===== src/rtl/sram_bus_arbiter_pkg.sv =====
// Shared encodings for the SRAM bus arbiter.
//   state_t : arbiter FSM states
//   owner_t : which client owns the in-flight bus transaction
//   SIZE_*  : bus transfer size codes
package sram_bus_arbiter_pkg;

  typedef enum logic [1:0] {
    IDLE = 2'd0,
    REQ  = 2'd1,
    RESP = 2'd2
  } state_t;

  typedef enum logic {
    OWN_INST = 1'b0,
    OWN_DATA = 1'b1
  } owner_t;

  localparam logic [1:0] SIZE_BYTE = 2'd0;
  localparam logic [1:0] SIZE_HALF = 2'd1;
  localparam logic [1:0] SIZE_WORD = 2'd2;

  localparam int STARVE_W = 4;

endpackage


===== src/rtl/sram_bus_arbiter.sv =====
// Arbitrates one SRAM-like bus between the fetch port and the load/store port.
// Data wins by default; fetch is forced through after INST_STARVE_MAX
// consecutive data grants taken while fetch was waiting. One transaction is in
// flight at a time and the pipeline is stalled while it is outstanding.
//
// Ports:
//   clk, rst                  clock, async active-high reset
//   inst_*                    fetch client (req/addr in, addr_ok/data_ok/rdata out)
//   data_*                    load/store client (req/wr/size/addr/wdata in,
//                             addr_ok/data_ok/rdata out)
//   bus_*                     master side of the memory bus
//   stallreq_for_bus          high while a bus transaction is outstanding
//
// state | meaning
// ------+---------------------------------------------
// IDLE  | nothing in flight, a client may be granted
// REQ   | bus_req high, waiting for bus_addr_ok
// RESP  | address accepted, waiting for bus_data_ok
module sram_bus_arbiter
  import sram_bus_arbiter_pkg::*;
#(
  parameter int ADDR_W          = 32,
  parameter int DATA_W          = 32,
  parameter int INST_STARVE_MAX = 8
) (
  input  logic              clk,
  input  logic              rst,
  input  logic              inst_req,
  input  logic [ADDR_W-1:0] inst_addr,
  output logic              inst_addr_ok,
  output logic              inst_data_ok,
  output logic [DATA_W-1:0] inst_rdata,
  input  logic              data_req,
  input  logic              data_wr,
  input  logic [1:0]        data_size,
  input  logic [ADDR_W-1:0] data_addr,
  input  logic [DATA_W-1:0] data_wdata,
  output logic              data_addr_ok,
  output logic              data_data_ok,
  output logic [DATA_W-1:0] data_rdata,
  output logic              bus_req,
  output logic              bus_wr,
  output logic [1:0]        bus_size,
  output logic [ADDR_W-1:0] bus_addr,
  output logic [DATA_W-1:0] bus_wdata,
  input  logic              bus_addr_ok,
  input  logic              bus_data_ok,
  input  logic [DATA_W-1:0] bus_rdata,
  output logic              stallreq_for_bus
);

  localparam logic [STARVE_W-1:0] STARVE_MAX = STARVE_W'(INST_STARVE_MAX);

  state_t              state, state_nxt;
  owner_t              owner;
  logic [STARVE_W-1:0] starve_cnt;
  logic                sel_inst, sel_data, done;
  logic                lat_wr;
  logic [1:0]          lat_size;
  logic [ADDR_W-1:0]   lat_addr;
  logic [DATA_W-1:0]   lat_wdata;

  always_comb begin
    state_nxt = state;
    sel_inst  = 1'b0;
    sel_data  = 1'b0;
    done      = 1'b0;
    case (state)
      IDLE: begin
        if (inst_req && (!data_req || starve_cnt == STARVE_MAX)) sel_inst = 1'b1;
        else if (data_req)                                       sel_data = 1'b1;
        if (sel_inst || sel_data) state_nxt = REQ;
      end
      REQ: begin
        if (bus_addr_ok) begin
          // Slave may answer in the address cycle; then RESP is skipped.
          if (bus_data_ok) begin
            done      = 1'b1;
            state_nxt = IDLE;
          end else begin
            state_nxt = RESP;
          end
        end
      end
      RESP: begin
        if (bus_data_ok) begin
          done      = 1'b1;
          state_nxt = IDLE;
        end
      end
      default: state_nxt = IDLE;
    endcase
  end

  assign inst_addr_ok     = sel_inst;
  assign data_addr_ok     = sel_data;
  assign bus_req          = (state == REQ);
  assign stallreq_for_bus = (state != IDLE);
  assign bus_wr           = lat_wr;
  assign bus_size         = lat_size;
  assign bus_addr         = lat_addr;
  assign bus_wdata        = lat_wdata;

  always_ff @(posedge clk or posedge rst) begin
    if (rst) state <= IDLE;
    else     state <= state_nxt;
  end

  always_ff @(posedge clk or posedge rst) begin
    if (rst) begin
      owner     <= OWN_INST;
      lat_wr    <= 1'b0;
      lat_size  <= SIZE_BYTE;
      lat_addr  <= '0;
      lat_wdata <= '0;
    end else if (sel_inst) begin
      owner     <= OWN_INST;
      lat_wr    <= 1'b0;
      lat_size  <= SIZE_WORD;
      lat_addr  <= inst_addr;
      lat_wdata <= '0;
    end else if (sel_data) begin
      owner     <= OWN_DATA;
      lat_wr    <= data_wr;
      lat_size  <= data_size;
      lat_addr  <= data_addr;
      lat_wdata <= data_wdata;
    end
  end

  // Counts data grants taken while fetch was also asking.
  always_ff @(posedge clk or posedge rst) begin
    if (rst) begin
      starve_cnt <= '0;
    end else if (sel_inst) begin
      starve_cnt <= '0;
    end else if (sel_data && inst_req && starve_cnt != STARVE_MAX) begin
      starve_cnt <= starve_cnt + 1'b1;
    end
  end

  always_ff @(posedge clk or posedge rst) begin
    if (rst) begin
      inst_data_ok <= 1'b0;
      data_data_ok <= 1'b0;
      inst_rdata   <= '0;
      data_rdata   <= '0;
    end else begin
      inst_data_ok <= done && (owner == OWN_INST);
      data_data_ok <= done && (owner == OWN_DATA);
      if (done && owner == OWN_INST) inst_rdata <= bus_rdata;
      if (done && owner == OWN_DATA) data_rdata <= bus_rdata;
    end
  end

endmodule


===== config.mk =====
export PLATFORM = sky130hd
export DESIGN_NAME = sram_bus_arbiter
export DESIGN_NICKNAME = d
export VERILOG_FILES = /design/src/rtl/sram_bus_arbiter_pkg.sv /design/src/rtl/sram_bus_arbiter.sv
export SDC_FILE = /design/constraint.sdc
export NUM_CORES = 1
export LEC_CHECK = 0
export ABC_AREA = 1
export BUFFER_PORTS_ARGS = -buffer_cell sky130_fd_sc_hd__clkbuf_2
export CORE_ASPECT_RATIO = 0.6
export CORE_UTILIZATION = 43
export DETAILED_ROUTE_END_ITERATION = 8
export HOLD_SLACK_MARGIN = 0.15
export PLACE_DENSITY_LB_ADDON = 0.15
export SYNTH_ARGS = -nofsm -noshare
export SYNTH_HDL_FRONTEND = slang
export SYNTH_SLANG_ARGS = --single-unit

===== constraint.sdc =====
create_clock -name clk -period 5 [get_ports clk]
set_clock_uncertainty 0.15 [all_clocks]
set_input_delay 1 -clock clk [delete_from_list [all_inputs] [get_ports clk]]
set_output_delay 1 -clock clk [all_outputs]
set_load 0.005 [all_outputs]

Word level (Yosys, flattened, before mapping)
Cells that the tools add are included.
Cells by class
  $add $sub $neg: 1
  equality and inequality tests: 7
  mux-type cells: 27
  bitwise operators: 1
  reductions and logical operators: 13
Operators with widths (number)
  32-bit two-way mux: 4
  1-bit two-way mux: 13
  2-bit two-way mux: 6
  4-bit two-way mux: 2
  2-bit one-hot mux with 3 select lines: 1
  2-bit nonzero test: 3
  1-bit logical AND: 5
  4-bit by 1-bit adder with 4-bit output (second input constant): 1
  4-bit equality test (second input constant): 1
  2-bit != test (second input constant): 2
  4-bit != test (second input constant): 1
  3-bit AND reduction: 1
  2-bit by 1-bit equality test with 1-bit output (second input constant): 1
  2-bit equality test (second input constant): 1
  2-bit zero test: 1
  1-bit logical OR: 2
  2-bit by 1-bit != test with 1-bit output (second input constant): 1
  1-bit one-hot mux with 2 select lines: 1
  1-bit zero test: 1
  1-bit inverter: 1
Storage, ports and cells
  register bits after elaboration: 140
  bits of input ports: 137
  output and inout bits: 137
  word-level logic and storage cells: 60

Logic depth before layout (Yosys ltp)
  depth in word-level cells: 10
  depth in mapped cells: 10
  depth with buffers taken out: 9

Worst setup path before layout
OpenSTA, ideal clock, no wires.
  path type: in2out
  from: input inst_req
  to: output data_addr_ok
  arrival: 1.544 ns
  slack: 2.306 ns
  stages: 5
  cell sequence: buf_2 -> nand2_1 -> nand2_1 -> inv_2 -> buf_4
Between the ends
  word-level cells in the longest chain between the ends: 4
Ends and longest elaborated chain
  start, declared: RTL line sram_bus_arbiter.sv:28  | input logic inst_req,
  1-bit logical AND: RTL line sram_bus_arbiter.sv:70  | if (inst_req && (!data_req || starve_cnt == STARVE_MAX)) sel_inst = 1'b1;
  1-bit two-way mux: RTL line sram_bus_arbiter.sv:70
  1-bit two-way mux (2 in series): RTL line sram_bus_arbiter.sv:68  | case (state)
  end, declared: RTL line sram_bus_arbiter.sv:38  | output logic data_addr_ok,
Every way passes these cells. The select of a mux whose other input is x is not followed.

Worst setup path after layout
  from: register state[0]
  to: output data_addr_ok
Between the ends
  word-level cells in the longest chain between the ends: 2
Ends and longest elaborated chain
  start, declared: RTL line sram_bus_arbiter.sv:54  | state_t state, state_nxt;
  start signal, assigned: RTL line sram_bus_arbiter.sv:106  | else state <= state_nxt;
  2-bit zero test: RTL line sram_bus_arbiter.sv:68
  1-bit two-way mux: RTL line sram_bus_arbiter.sv:68
Every way passes these cells.

==> impl_metrics.tcl <==
set metrics [dict create \
    synth-adder-area-share 0.0123 \
    syn_avg_cell_area_sq_um 8.35 \
    cp_max_fo 37 \
    fin_ws_ps 1490 \
    startpoint_type "flip-flop" \
    timing.rr.end "inst_rdata[14]$_DFFE_PP0P_" \
    hold_depth 2 \
    reg2reg_from "state[0]$_DFFE_PP0P_" \
    cts_resized 0 \
    fin_util 0.595 \
    clkLatencyLatePin_ps 400 \
    drc_errors 0 \
    r2r_cells 6 \
    setup.worst_path.end_class "output port" \
    yosysSeqAreaShare 0.574 \
    grt_max_degree 78 \
    wl_mm 15.5 \
    post_cts_buffers 0 \
    setup_violations 0 \
    drt-initial-drc-count 278 \
    drv_slew 0 \
    start_util 0.444 \
    place_ws_ps 1780 \
    dr.pass1.iters 4 \
    worst_pin_slew_ps 1100 \
    area_delta_synth_final_pct 34.0 \
    dpl-instance-area_sq_um 7560 \
    p_leak_nw 4.95 \
    fp-row-count 33 \
    num_io_pins 274 \
    ir_worst_vdd_mv 0.270 \
    hp-class "flip-flop to flip-flop" \
    drive_gt1_frac 0.323 \
    coreArea_sq_um 13700 \
    die_h_um 94.3 \
    clockRootBuffer "clkbuf_16" \
    routedWlPerCell_um 13.0 \
    drv_cap 0 \
    htreeDepth 4 \
    dp_hpwl_mm 11.0 \
    synth_area_sq_um 6100 \
    synth.area.mux_share 0 \
    ys_ff_latch 140 \
    cts_tree "built" \
    outcome "completed" \
    setup_tns_ps 0 \
    grt_pass1_wl_mm 24.6 \
    synth.distinct_cells 21 \
    synth_top_family_by_area "simple AND/OR/NAND/NOR gates" \
    track_usage 0.217 \
    cts.sinks 140 \
    antenna_found_initial 0 \
    hold_buffers 0 \
    synth_largest_area_cell "dfrtp_1" \
    fmax_ghz 0.285 \
    hp-start "bus_addr[29]$_DFFE_PP0P_" \
    min_period_ps 3510 \
    fin_area_sq_um 8170 \
    overflow 0 \
    synth_warnings 0 \
    post-route-period-util 0.703 \
    hold_end "bus_addr[29]$_DFFE_PP0P_" \
    synth_top_area_share 0.574 \
    powerDensity_nw_per_um2 601 \
    hold_violations 0 \
    via_per_inst 4.55 \
    cp.arrival_ps 2360 \
    rrSetupSlack_ps 2510 \
    drtAntennaViolNets 0 \
    cts_buffers 17 \
    yosys.area_share.simple 0.241 \
    io_buffers 273 \
    clkTransAtPathRegs_ps 60 \
    gp_congestion 0.808 \
    die_x_um 156 \
    synth-compound-area-share 0.0611 \
    criticalPathCategory "flip-flop to output port" \
    cts.path.max_buffers 2 \
    antenna_cells 0 \
    syn_nets 874 \
    rsz0062_at_grt "no" \
    nNetsFinal 1131 \
    synth_area_leaders "dfrtp_1 57%, nand2_1 17%, inv_1 7.0%, o21ai_0 5.8%, nand3_1 3.3%" \
    vias 5421 \
    relSlewSlack 0.267 \
    grt_pass1_vias 4920 \
    die_area_sq_um 14700 \
    synth-xor-area-share 0.00287 \
    synthCells 731 \
    cp-startpoint "state[0]$_DFFE_PP0P_" \
    worstPathRequired_ps 3850 \
]
[placed cells by master, fill, tap and decap left out]
| cell type | count |
|---|---|
| or2_2 | 2 |
| nand4_1 | 32 |
| clkinvlp_4 | 2 |
| nand3_1 | 38 |
| o221ai_1 | 1 |
| nand2_2 | 1 |
| dfrtp_1 | 140 |
| o21ai_0 | 71 |
| buf_4 | 7 |
| xnor2_1 | 1 |
| nor2_1 | 1 |
| inv_1 | 112 |
| clkinv_4 | 1 |
| inv_2 | 3 |
| xor2_1 | 1 |
| nand3_2 | 4 |
| nand2_1 | 274 |
| inv_6 | 7 |
| ha_1 | 6 |
| o21ai_4 | 1 |
| clkbuf_16 | 17 |
| bufinv_16 | 3 |
| inv_8 | 1 |
| clkbuf_2 | 273 |
| clkbuf_8 | 1 |
[state kept, by name, indices dropped and copies added, names as in the netlist]
| register | count |
|---|---|
| data_rdata | 32 |
| bus_addr | 32 |
| state | 2 |
| inst_rdata | 32 |
| data_data_ok | 1 |
| bus_wdata | 32 |
| starve_cnt | 4 |
| inst_data_ok | 1 |
| bus_wr | 1 |
| bus_size | 2 |
| owner | 1 |
[metal layers]
metal  GRT usage  share of wire
met3      0.0549          0.071
met1       0.304           0.48
met2       0.331           0.45
met4      0.0645         0.0072
met5           0              0
[cells in the mapped netlist]
master,number
nand3_2,2
buf_1,2
xnor2_1,1
xor2_1,1
buf_6,3
buf_4,7
inv_2,3
nand3_1,40
nand2_2,1
o21ai_0,71
nand2_1,274
o221ai_1,1
inv_1,113
buf_2,15
or2_2,2
nand4_1,32
dfrtp_1,140
o21ai_2,1
ha_1,6
clkbuf_1,15
nor2_1,1
[cell type report]
class                           instances  area, sq um
Sequential cell                       140         3500
Multi-Input combinational cell        433         1950
Clock inverter                         13          178
Clock buffer                           18          439
Timing Repair Buffer                  280         1420
Fill cell                            1288         5580
Tap cell                              192          240
Inverter                              116          440
[how the worst max path moves through the flow]
stage | to | slack (ps) | depth (start not counted)
after CTS | data_addr_ok | 1470 | 8
after floorplan | bus_addr[0]$_DFFE_PP0P_ | 100 | 1
final | data_addr_ok | 1490 | 8
after global routing | data_addr_ok | 1250 | 8
after detailed placement | data_addr_ok | 1780 | 6
after global placement | data_addr_ok | 1770 | 6
[logic make-up after synthesis]
kind of cell | after synthesis
compound gates | 73
buf+inv | 158
flops | 140
fa+ha+maj | 6
simple gates | 352
xor+xnor | 2
[per-stage QoR]
| stage | cells | power [W] | hold WS, ps |
|---|---|---|---|
| 6_report | 1192 | 0.00491 | 329 |
| 5_1_grt | 1192 | 0.00530 | 339 |
| 4_1_cts | 1192 | 0.00497 | 331 |
| 3_5_place_dp | 1161 | 0.00363 | 315 |
| 3_3_place_gp | 1161 | 0.00361 | 311 |
| 2_1_floorplan | 731 | 0.00282 | 322 |
[report_power, final]
| part | switching (W) | total (W) | internal, W | leakage, nW |
|---|---|---|---|---|
| Combinational | 0.000935 | 0.00163 | 0.000693 | 2.87 |
| Sequential | 0.000299 | 0.00197 | 0.00167 | 1.78 |
| Clock | 0.000502 | 0.00131 | 0.000810 | 0.297 |
[critical path, stage by stage (launching register included)]
cell and delay (ps):
dfrtp_1 390, inv_1 100, ha_1 150, buf_4 370, nand2_1 90, inv_1 80, nand2_1 100, inv_2 450
clkbuf_2 220
(Power assumes the default switching activity.)
